`src/rtl/uart_receiver.sv`:
```
// rtl/uart_receiver.sv - 8N1 serial receiver with start-edge and byte-valid pulses
module uart_receiver #(
  parameter int DIV_WIDTH = 32
) (
  input  logic                 clk,
  input  logic                 reset,
  input  logic                 ser_rx,
  input  logic [DIV_WIDTH-1:0] cfg_divider,
  output logic [7:0]           data,
  output logic                 valid,
  output logic                 starting
);

  typedef enum logic [2:0] {
    IDLE,
    START,
    DATA,
    STOP,
    WAIT_IDLE
  } state_t;

  state_t               state;
  logic                 rx_meta;
  logic                 rxs;
  logic [DIV_WIDTH-1:0] counter;
  logic [DIV_WIDTH-1:0] div_q;
  logic [DIV_WIDTH-1:0] div_eff;
  logic [DIV_WIDTH-1:0] half;
  logic [DIV_WIDTH-1:0] last_cnt;
  logic [2:0]           bit_idx;
  logic [7:0]           shift;

  // Dividers below 2 would leave no room for a mid-bit sample point.
  assign div_eff  = (cfg_divider < DIV_WIDTH'(2)) ? DIV_WIDTH'(2) : cfg_divider;
  assign half     = div_q >> 1;
  assign last_cnt = div_q - DIV_WIDTH'(1);

  // Two-flop synchronizer; both stages idle high so reset does not look like a start bit.
  always_ff @(posedge clk or posedge reset) begin
    if (reset) begin
      rx_meta <= 1'b1;
      rxs     <= 1'b1;
    end else begin
      rx_meta <= ser_rx;
      rxs     <= rx_meta;
    end
  end

  // Frame FSM: start-bit check H cycles after the start pulse, then one sample per bit period.
  always_ff @(posedge clk or posedge reset) begin
    if (reset) begin
      state    <= IDLE;
      counter  <= '0;
      div_q    <= DIV_WIDTH'(2);
      bit_idx  <= 3'd0;
      shift    <= 8'h00;
      data     <= 8'h00;
      valid    <= 1'b0;
      starting <= 1'b0;
    end else begin
      valid    <= 1'b0;
      starting <= 1'b0;
      case (state)
        IDLE: begin
          if (!rxs) begin
            starting <= 1'b1;
            counter  <= '0;
            div_q    <= div_eff;
            state    <= START;
          end
        end
        START: begin
          if (counter == half) begin
            counter <= '0;
            bit_idx <= 3'd0;
            // A line that is high again at mid start bit was only a glitch.
            state   <= rxs ? IDLE : DATA;
          end else begin
            counter <= counter + DIV_WIDTH'(1);
          end
        end
        DATA: begin
          if (counter == last_cnt) begin
            counter <= '0;
            shift   <= {rxs, shift[7:1]};
            bit_idx <= bit_idx + 3'd1;
            if (bit_idx == 3'd7) begin
              state <= STOP;
            end
          end else begin
            counter <= counter + DIV_WIDTH'(1);
          end
        end
        STOP: begin
          if (counter == last_cnt) begin
            counter <= '0;
            if (rxs) begin
              data  <= shift;
              valid <= 1'b1;
              state <= IDLE;
            end else begin
              // Framing error or break: drop the byte and wait for the line to recover.
              state <= WAIT_IDLE;
            end
          end else begin
            counter <= counter + DIV_WIDTH'(1);
          end
        end
        WAIT_IDLE: begin
          if (rxs) begin
            state <= IDLE;
          end
        end
        default: state <= IDLE;
      endcase
    end
  end

endmodule

```
`config.mk`:
```
export PLATFORM = sky130hd
export DESIGN_NAME = uart_receiver
export DESIGN_NICKNAME = d
export VERILOG_FILES = /design/src/rtl/uart_receiver.sv
export SDC_FILE = /design/constraint.sdc
export NUM_CORES = 1
export LEC_CHECK = 0
export ABC_CLOCK_PERIOD_IN_PS = 6700
export BUFFER_PORTS_ARGS = -buffer_cell sky130_fd_sc_hd__buf_2
export CAP_MARGIN = 40
export CORE_AREA = 2 2 126 128
export CTS_CLUSTER_SIZE = 10
export DETAILED_ROUTE_END_ITERATION = 12
export DIE_AREA = 0 0 128 130
export HOLD_SLACK_MARGIN = 0.15
export PLACE_DENSITY = 0.58
export SYNTH_ARGS = -nofsm -noshare
export SYNTH_HDL_FRONTEND = slang
export SYNTH_SLANG_ARGS = --single-unit
export TNS_END_PERCENT = 100
```
`constraint.sdc`:
```
create_clock -name clk -period 6.7 [get_ports clk]
set_clock_uncertainty 0.2 [all_clocks]
set_input_delay 1.005 -clock clk [delete_from_list [all_inputs] [get_ports clk]]
set_output_delay 1.005 -clock clk [all_outputs]
set_load 0.01 [all_outputs]
```
==> results.md, run 1 <==
* Mean post-synth cell area at ~8.8 µm²
* Die W at 128 µm
* Worst Hold Class: flip-flop to flip-flop
* CP Launch Type: flip-flop
* Met2 wire len at 7422 µm
* NetSw at 605.7 µW
* Synth Warn # at 0
* DRC Markers at 0
* Netlist Area Pre-Place at 6027 µm²
* Peak VDD IR at 0.1671 mV
* Layout Nets at 718
* Leak at around 2.6 nW
* First-pass GRT wire length at 26500 µm
* Routed len/inst at 18.33 µm
* DR vias/cell at 5.966
* CTS tree: built
* DRT iter0 DRCs at approximately 470
* Finished Layout Cells at 876
* Crit path buf inv count at 1
* Outcome: completed
* Worst setup startpoint: div_q[7]
* IO Port Bufs at 44
* Num rows at 46
* Final setup viols at 0
* #FFs+latches synth at 90
* Core area at 15420 µm²
* Main synth FF type: dfrtp_1
* Router iterations before antenna repair at 5
* Met3 WL post-DR at 882 µm
* Die Ht at 130 µm
* Commonest non-fill, non-tap cells in the layout: dfrtp_1, xnor2_1, nand2_1
* Fillers at 1504
* Reg-to-Reg Start: div_q[7]
* P_int at 1.094 mW
* Gate power share at between 20% and 30%
* Register area share after synthesis at 37.43%
* H-tree Lvls at 3
* RSZ-0062 raised after global routing: no
* Synthesized Nets at 721
* WL met1 at 7226 µm
* Worst-Margin Slew at 945.0 ps
* Yosys cell types at between 60 and 70
* Gates resized, CTS repair at 0
* Slowest cell delay on critical path at 580 ps
* WP data required at roughly 6700 ps
* Part of the cycle the worst path needs at 65.79%
* Power Density at 257.9 nW/µm²
* Final ANT Viol Nets at 0
* Vias in the first global route at 5045
* Largest net degree at the start of global routing at 58
* Sink Count at 90
* Fin area at 6591 µm²
* Clock power share at 30.5%
* CP arrival at 4450 ps
* Final setup TNS at 0 ps
* Post-Synthesis Cells at 682
* Final worst slack at between 2000 and 2500 ps
* # diodes at 0
* Hold Vio Cnt, Final at 0
* Critical path endpoint category: flip-flop
* Routed WL at 16060 µm
* Fraction of registers with async set/reset at 100.0%
* Max Cap Viol at 0
* EDFF count, synth at 0
* DP Worst Slack at 2409 ps
* Worst path slowest cell: a2111oi_1
* CP Cell Sequence: nor4_4, nand3_1, nor4b_1, mux2i_1, nand4_1, a2111oi_1, a21o_1, buf_8, o21ai_0, a22o_1
* Worst skew pair latency at 350 ps
* GRT Total Usage at 20.17%
* Max-slew violation count at 0
* GPL Wtd Cong at 0.9916
* CTS clk-pin slew, worst paths at 70 ps
* Total number of vias at 5226
* Clock Root Buffer: clkbuf_16
* Placed Instances at 860
* Slew HR at 37.00%
* Minimum clock period at 4408 ps
* Area grow syn2layout at 9.363%
* Grt total ovfl at 0
* Starting Density at 39.07%
* Max layer used: met4
* Initial antenna violation count at 0
* Area taken by multi-input logic gates at around 3400 µm²
* Sequential cell area at 2256 µm²
* Sequential power share at 46.3%
* Share of cells above drive strength 1 at approximately 18%
* Inserted Clock Buffers at 9
* Post-CTS setup buffers at 0
* Hold path start: rx_meta
* CP delay by family, top: simple AND/OR/NAND/NOR gates
* Post-DP HPWL at between 10000 and 15000 µm
* DIE AREA at 16640 µm²
* Setup CP Type: flip-flop to flip-flop
* Switching Share at approximately 36%
* Placed cell area at ~6300 µm²
* Critical-path maximum fanout at 20
* Final core utilization at 42.73%
* Hold-fix buffers, CTS at 0
* Most common library cell in the layout ignoring fill and taps: dfrtp_1
* IO Pins at 45
* Max frequency at about 230 MHz
* Clock buffer depth at 2
## layout make-up
type	instances	share of cell area, %
Tap cell	192	3.645
Multi-Input combinational cell	503	52.09
Timing Repair Buffer	48	3.910
Clock inverter	7	1.158
Sequential cell	90	34.23
Clock buffer	9	3.417
Inverter	27	1.557
## per-stage QoR
stage / hold slack, ps / total power, mW
6_report: 159.2 / 1.700
5_1_grt: 164.4 / 1.793
4_1_cts: 161.0 / 1.703
3_5_place_dp: 147.5 / 1.181
3_3_place_gp: 150.0 / 1.169
2_1_floorplan: 145.2 / 1.063
## cell usage after synthesis (10+ instances only)
cell type   n  area [µm²]
nor4_1     28       175.2
nand3_1    28       140.1
nor3_1     29       145.1
nor2_1     31       116.4
and3_1     10       62.56
inv_1      27       101.4
mux2_2     41       461.7
clkbuf_1   52       195.2
a21o_1     14       105.1
xnor2_1    54       473.0
o21ai_0    42       210.2
or3_1      14       87.58
nand2_1    50       187.7
xor2_1     11       96.34
a21oi_1    22       110.1
dfrtp_1    87        2177
nand4_1    24       150.1
## flip-flops by register name, indices dropped and copies added (netlist names)
register / flops
valid: 1
data: 8
counter: 32
state: 3
shift: 8
div_q: 32
rx_meta: 1
rxs: 1
bit_idx: 3
starting: 1
## per-layer routing
metal | vias to the layer above | global-route usage (%)
li1 | 2462 | -
met4 | 0 | 8.920
met1 | 2523 | 28.07
met3 | 48 | 3.444
met5 | - | 0
met2 | 193 | 31.05
## power groups by stage
stage | combinational (mW) | clock [mW] | sequential (mW)
5_1_grt | 0.438 | 0.554 | 0.801
4_1_cts | 0.392 | 0.530 | 0.781
6_report | 0.395 | 0.518 | 0.786
3_3_place_gp | 0.381 | 0 | 0.787
2_1_floorplan | 0.410 | 0 | 0.653
3_5_place_dp | 0.389 | 0 | 0.791
## path summary, 6_finish.rpt
kind | to | slack, ps | cells past startpoint
max in group asynchronous | counter[1] | 4670 | 3
min reg2reg | rxs | 160 | 0
min in group asynchronous | data[2] | 490 | 2
min | rxs | 160 | 0
max | counter[6] | 2290 | 10
max reg2reg | counter[6] | 2290 | 10
## kinds of logic (layout without fill, tap and decap cells)
logic type / Yosys count / in the layout / synth area share, %
and+or+nand+nor: 261 / 261 / 24.35
muxes: 49 / 49 / 8.989
DFF: 90 / 90 / 37.43
adders and majority gates: 4 / 4 / 0.8304
AOI/OAI and AO/OA: 124 / 124 / 13.24
xor gates and xnor gates: 65 / 65 / 9.446
buffers and inverters: 89 / 91 / 5.709
(Power assumes the default switching activity.)
==> run 2: changes to the inputs <==
Settings changed: ABC_CLOCK_PERIOD_IN_PS 6700 to 3600, PLACE_DENSITY 0.58 to 0.6.
Clock period 6.7 ns to 3.6 ns, I/O delays scaled along.
==> run 2 against run 1 <==
  * Utilization up 6.3 points
  * Critical endpoint is now data[2]
  * First-iteration DRC count down 10%
  * Combinational power rose to 3.1 times the previous value
  * Setup slack worse by 2200 ps
  * Largest cell class unchanged
  * Cell area up 15%
  * Cell count up 8.7%
  * Fmax up 25%
  * Routed wire length up 14%
  * Global-route usage up 1.9 points
  * Sequential share of layout area down 4.4 points
  * Clock-buffer cell count unchanged
==> results.md, run 2 (synthesis results as in run 1) <==
* Outcome: completed
* GPL Wtd Cong at 0.9955 (+0.39%)
* Max Cap Viol at 0 (unchanged)
* CTS tree: built
* WP data required at 3640 ps (-3100 ps)
* Minimum clock period at 3540 ps (-867.8 ps)
* First-pass GRT wire length at 28640 µm (+8.1%)
* Grt met3 use at 3.444% (unchanged)
* Clock buffer depth at 2 (unchanged)
* WHS at 159.8 ps (+0.5440 ps)
* Vias in the first global route at 5352 (+6.1%)
* Final ANT Viol Nets at 0 (unchanged)
* Fin area at 7556 µm² (+15%)
* Critical path endpoint category: flip-flop
* # diodes at 0 (unchanged)
* IO Pins at 45 (unchanged)
* Max-slew violation count at 0 (unchanged)
* H-tree Lvls at 3 (unchanged)
* CP Launch Type: flip-flop
* Share of cells above drive strength 1 at 31.84% (+14 points)
* Layout Nets at 794 (+11%)
* Final setup TNS at 0 ps (unchanged)
* CP Cell Sequence: or4_4, nor4_4, buf_4, nand4_1, a21oi_2, a211oi_2, or4_4, nor4_4, buf_4, mux2_4
* Final setup viols at 0 (unchanged)
* Worst Hold Class: flip-flop to flip-flop
* DRC Markers at 0 (unchanged)
* Post-DP HPWL at 13450 µm (+11%)
* Sink Count at 90 (unchanged)
* Num rows at 46 (unchanged)
* GR Util met2 at 35.51% (+4.5 points)
* Initial antenna violation count at 0 (unchanged)
* Max frequency at 282.5 MHz (+25%)
* Hold Vio Cnt, Final at 0 (unchanged)
* RSZ-0062 raised after global routing: yes
* Die W at 128 µm (unchanged)
* IO Port Bufs at 44 (unchanged)
* Power Density at 453.8 nW/µm² (+76%)
* Starting Density at 39.07% (unchanged)
* Worst path slowest cell: or4_4
* DRT iter0 DRCs at 417 (-10%)
* Routed len/inst at 19.19 µm (+4.7%)
* Area grow syn2layout at 25.37%
* CTS clk-pin slew, worst paths at 70 ps (about the same)
* Worst skew pair latency at 350 ps (about the same)
* Part of the cycle the worst path needs at 98.33% (+33 points)
* Setup CP Type: flip-flop to flip-flop
* Placed cell area at 6798 µm² (+8.1%)
* Router iterations before antenna repair at 6 (+1)
* DIE AREA at 16640 µm² (unchanged)
* Most common library cell in the layout ignoring fill and taps: dfrtp_1
* Gr busiest metal: met2
* Slowest cell delay on critical path at 610 ps (+30 ps)
* DR vias/cell at 5.846 (-2.0%)
* CP arrival at 3580 ps (-870 ps)
* Peak VDD IR at 0.3715 mV (+120%)
* Final worst slack at 60.05 ps (-2232 ps)
* Critical-path maximum fanout at 4 (-80%)
* Routed WL at 18270 µm (+14%)
* Die Ht at 130 µm (unchanged)
* Grt total ovfl at 0 (unchanged)
* Largest net degree at the start of global routing at 91 (+57%)
* Largest regs: counter: 32 flops, div_q: 32 flops
* Worst-Margin Slew at 798.1 ps (-146.8 ps)
* Clock Root Buffer: clkbuf_16
* Total number of vias at 5565 (+6.5%)
* Met1 Usage GRT at 29.96% (+1.9 points)
* Leak at 3.115 nW (+18%)
* Slew HR at 46.79% (+9.8 points)
* Commonest non-fill, non-tap cells in the layout: dfrtp_1, buf_4, xnor2_1
* GRT Total Usage at 22.08% (+1.9 points)
* Inserted Clock Buffers at 9 (unchanged)
* Core area at 15420 µm² (unchanged)
* Tot Pwr at 3.429 mW (+100%)
* DP Worst Slack at -125.9 ps (-2534 ps)
[run 2: timing repair]
action	4_1_cts	5_1_grt
hold buffers	2	0
setup buffers	0	9
gates resized for setup	12	58
pin swaps	2	23
setup endpoints to repair	26	48
endpoints found under the hold margin	80	0
gates cloned	0	3
[run 2: final timing paths]
kind,startpoint,to,slack (ps),cells after the start
setup / recovery,div_q[11],data[2],60,10
hold / removal,rx_meta,rxs,160,0
setup reg to reg,div_q[11],data[2],60,10
hold reg to reg,rx_meta,rxs,160,0
max in group asynchronous,reset,counter[0],2180,4
min in group asynchronous,reset,div_q[24],660,4
[run 2: power by group]
group          internal, mW  switching, mW  total, mW  leakage, nW
Clock                 0.474          0.425      0.900        0.141
Combinational         0.563          0.666       1.23         1.81
Sequential             1.13          0.168       1.30         1.16
[run 2: critical path: cells and delay by family (launching register included)]
kind / cells / cell delay, ps
flip-flops: 1 / 420
buffers and inverters: 2 / 360
AND/OR/NAND/NOR: 5 / 1900
AO/OA/AOI/OAI: 2 / 250
multiplexers: 1 / 300
[run 2: area by class of cell]
cell class              instances  area, µm²
clock buffers                   9      225.2
inverters                      27      102.6
fillers                      1437       7869
well taps                     192      240.2
clock inverters                 7      50.05
multi-input cells             503       3762
flip-flops and latches         90       2257
repair buffers                124      918.4
[run 2: per-layer routing]
metal | part of all wire, % | wire length [µm] | up-vias
met1 | 44 | 8093 | 2749
met5 | 0 | 0 | -
met3 | 5.3 | 962 | 37
li1 | - | - | 2603
met2 | 47 | 8590 | 176
met4 | 3.4 | 626 | 0
[run 2: through the flow]
step	instances	utilization, %
after global placement	922	44.07
after detailed placement	922	44.07
final	952	48.99
after global routing	952	48.99
after floorplan	682	-
after CTS	940	46.37
==> run 3: changes to the inputs <==
Settings changed: ABC_CLOCK_PERIOD_IN_PS 3600 to 4200, PLACE_DENSITY 0.6 to 0.58.
Clock period 3.6 ns to 4.2 ns, I/O delays scaled along.
==> run 3 against run 2 <==
  * First-iteration DRC count shrank 13%
  * Sequential cell count unchanged
  * Power is 20% lower
  * Register-to-register slack improved by 200 ps
  * Utilization decreased by 5.2 points
  * Clock-buffer cell count is the same
  * Critical path type unchanged
  * Setup slack improved by 200 ps
  * Sequential share of layout area is 3.6 points higher
  * Critical path depth fell by 1
  * Clock power down 10%
==> results.md, run 3 (synthesis results as in run 1) <==
* Outcome: completed
* Minimum clock period at 3941 ps (+401.0 ps)
* First-pass GRT wire length at 26680 µm (-6.8%)
* Share of cells above drive strength 1 at 20.29% (-12 points)
* Sink Count at 90 (unchanged)
* Slowest cell delay on critical path at 550 ps (-60 ps)
* Worst Hold Class: flip-flop to flip-flop
* Hold Vio Cnt, Final at 0 (unchanged)
* Post-CTS setup buffers at 0 (unchanged)
* # diodes at 0 (unchanged)
* GPL Wtd Cong at 0.9689 (-2.7%)
* Most common library cell in the layout ignoring fill and taps: dfrtp_1
* Min-Delay Path Depth at 0 (unchanged)
* Max-slew violation count at 0 (unchanged)
* Total number of vias at 5273 (-5.2%)
* GRT Total Usage at 20.49% (-1.6 points)
* DIE AREA at 16640 µm² (unchanged)
* Routed len/inst at 18.53 µm (-3.4%)
* Power Density at 404.5 nW/µm² (-11%)
* Final core utilization at 43.75% (-5.2 points)
* DR vias/cell at 5.911 (+1.1%)
* Final setup TNS at 0 ps (unchanged)
* Worst-Margin Slew at 806.8 ps (+8.712 ps)
* Starting Density at 39.07% (unchanged)
* IO Port Bufs at 44 (unchanged)
* WP data required at 4250 ps (+610 ps)
* CTS clk-pin slew, worst paths at 70 ps (about the same)
* Clock buffer depth at 2 (unchanged)
* Router iterations before antenna repair at 5 (-1)
* Area grow syn2layout at 11.98%
* Worst path slowest cell: or4_1
* Clock Root Buffer: clkbuf_16
* Critical-path maximum fanout at 11 (+7)
* Critical path endpoint category: flip-flop
* Final ANT Viol Nets at 0 (unchanged)
* Worst skew pair latency at 360 ps (about the same)
* Vias in the first global route at 5058 (-5.5%)
* CP arrival at 3990 ps (+410 ps)
* Die W at 128 µm (unchanged)
* Grt total ovfl at 0 (unchanged)
* Final setup viols at 0 (unchanged)
* Routed WL at 16530 µm (-9.5%)
* Largest regs: counter: 32 flops, div_q: 32 flops
* DRC Markers at 0 (unchanged)
* Leak at 2.722 nW (-13%)
* IO Pins at 45 (unchanged)
* DRT iter0 DRCs at 364 (-13%)
* H-tree Lvls at 3 (unchanged)
* Commonest non-fill, non-tap cells in the layout: dfrtp_1, xnor2_1, nand2_1
* CP Launch Type: flip-flop
* Num rows at 46 (unchanged)
* Path depth of the worst reg2reg path at 9 (-1)
* Peak VDD IR at 0.2448 mV (-34%)
* Flop2flop setup slack at 260 ps (+200 ps)
* Setup CP Type: flip-flop to flip-flop
* Die Ht at 130 µm (unchanged)
* RSZ-0062 raised after global routing: no
* CTS tree: built
* CP Cell Sequence: nor4_4, a21oi_1, or4_1, nor4_1, nand4_1, or4_1, nor2_1, nand2_1, mux2_2
* Layout Nets at 734 (-7.6%)
* Part of the cycle the worst path needs at 93.83% (-4.5 points)
* Initial antenna violation count at 0 (unchanged)
* Core area at 15420 µm² (unchanged)
* Post-DP HPWL at 12380 µm (-8.0%)
* Largest net degree at the start of global routing at 41 (-55%)
* Worst path most repeated cell: or4_1
* Slew HR at 46.21% (-0.58 points)
* Max Cap Viol at 0 (unchanged)
* Inserted Clock Buffers at 9 (unchanged)
* Max frequency at 253.7 MHz (-10%)
## run 3: changes by cell type in the layout (fill, tap and decap cells not counted), sizes merged
| cell | before | now |
|---|---|---|
| buf | 120 | 63 |
| clkbuf | 11 | 9 |
| clkinv | 4 | 2 |
| dlygate4sd3 | 2 | 1 |
| inv | 30 | 32 |
## run 3: timing repair
| item | in CTS | in global routing |
|---|---|---|
| hold endpoints to repair | 18 | 0 |
| gates resized for setup | 0 | 5 |
| hold buffers | 1 | 0 |
| endpoints found under the setup margin | 0 | 52 |
## run 3: worst max-delay path: cells and delay by family, from the launching register on
kind	cells	cell delay, ps
AOI/OAI and AO/OA	1	120
DFF	1	510
muxes	1	380
and+or+nand+nor	7	2610
## run 3: power by group
part / leakage [nW] / switching, mW / internal (mW)
Clock: 0.145 / 0.391 / 0.419
Sequential: 1.16 / 0.238 / 0.967
Combinational: 1.42 / 0.374 / 0.340
## run 3: per-stage QoR
stage,hold slack [ps],area (µm²),instances,total power [mW],setup slack [ps]
after floorplan,145.2,6027,682,1.696,558.2
after global placement,149.2,6392,873,1.886,139.2
after detailed placement,152.6,6420,875,1.909,113.6
after CTS,158.8,6721,892,2.724,86.51
after global routing,163.4,6749,892,2.861,1.498
final,157.2,6749,892,2.730,259.0
## run 3: final cells by class
| type | count | area, µm² |
|---|---|---|
| Multi-Input combinational cell | 503 | 3461 |
| Fill cell | 1515 | 8676 |
| Timing Repair Buffer | 64 | 397.9 |
| Tap cell | 192 | 240.2 |
| Sequential cell | 90 | 2256 |
| Clock buffer | 9 | 225.2 |
| Inverter | 27 | 102.6 |
| Clock inverter | 7 | 66.31 |
## run 3: final timing paths
check                                end      from
worst max-delay path            shift[4]  div_q[7]
worst min-delay path                 rxs   rx_meta
worst max register to register  shift[4]  div_q[7]
worst min register to register       rxs   rx_meta
max in group asynchronous       div_q[1]     reset
min in group asynchronous        data[3]     reset
## run 3: metal layers
metal | routed length [µm] | track usage (%)
met1 | 7618 | 27.64
met2 | 7571 | 32.68
met3 | 868 | 3.936
met4 | 472 | 8.145
met5 | 0 | 0
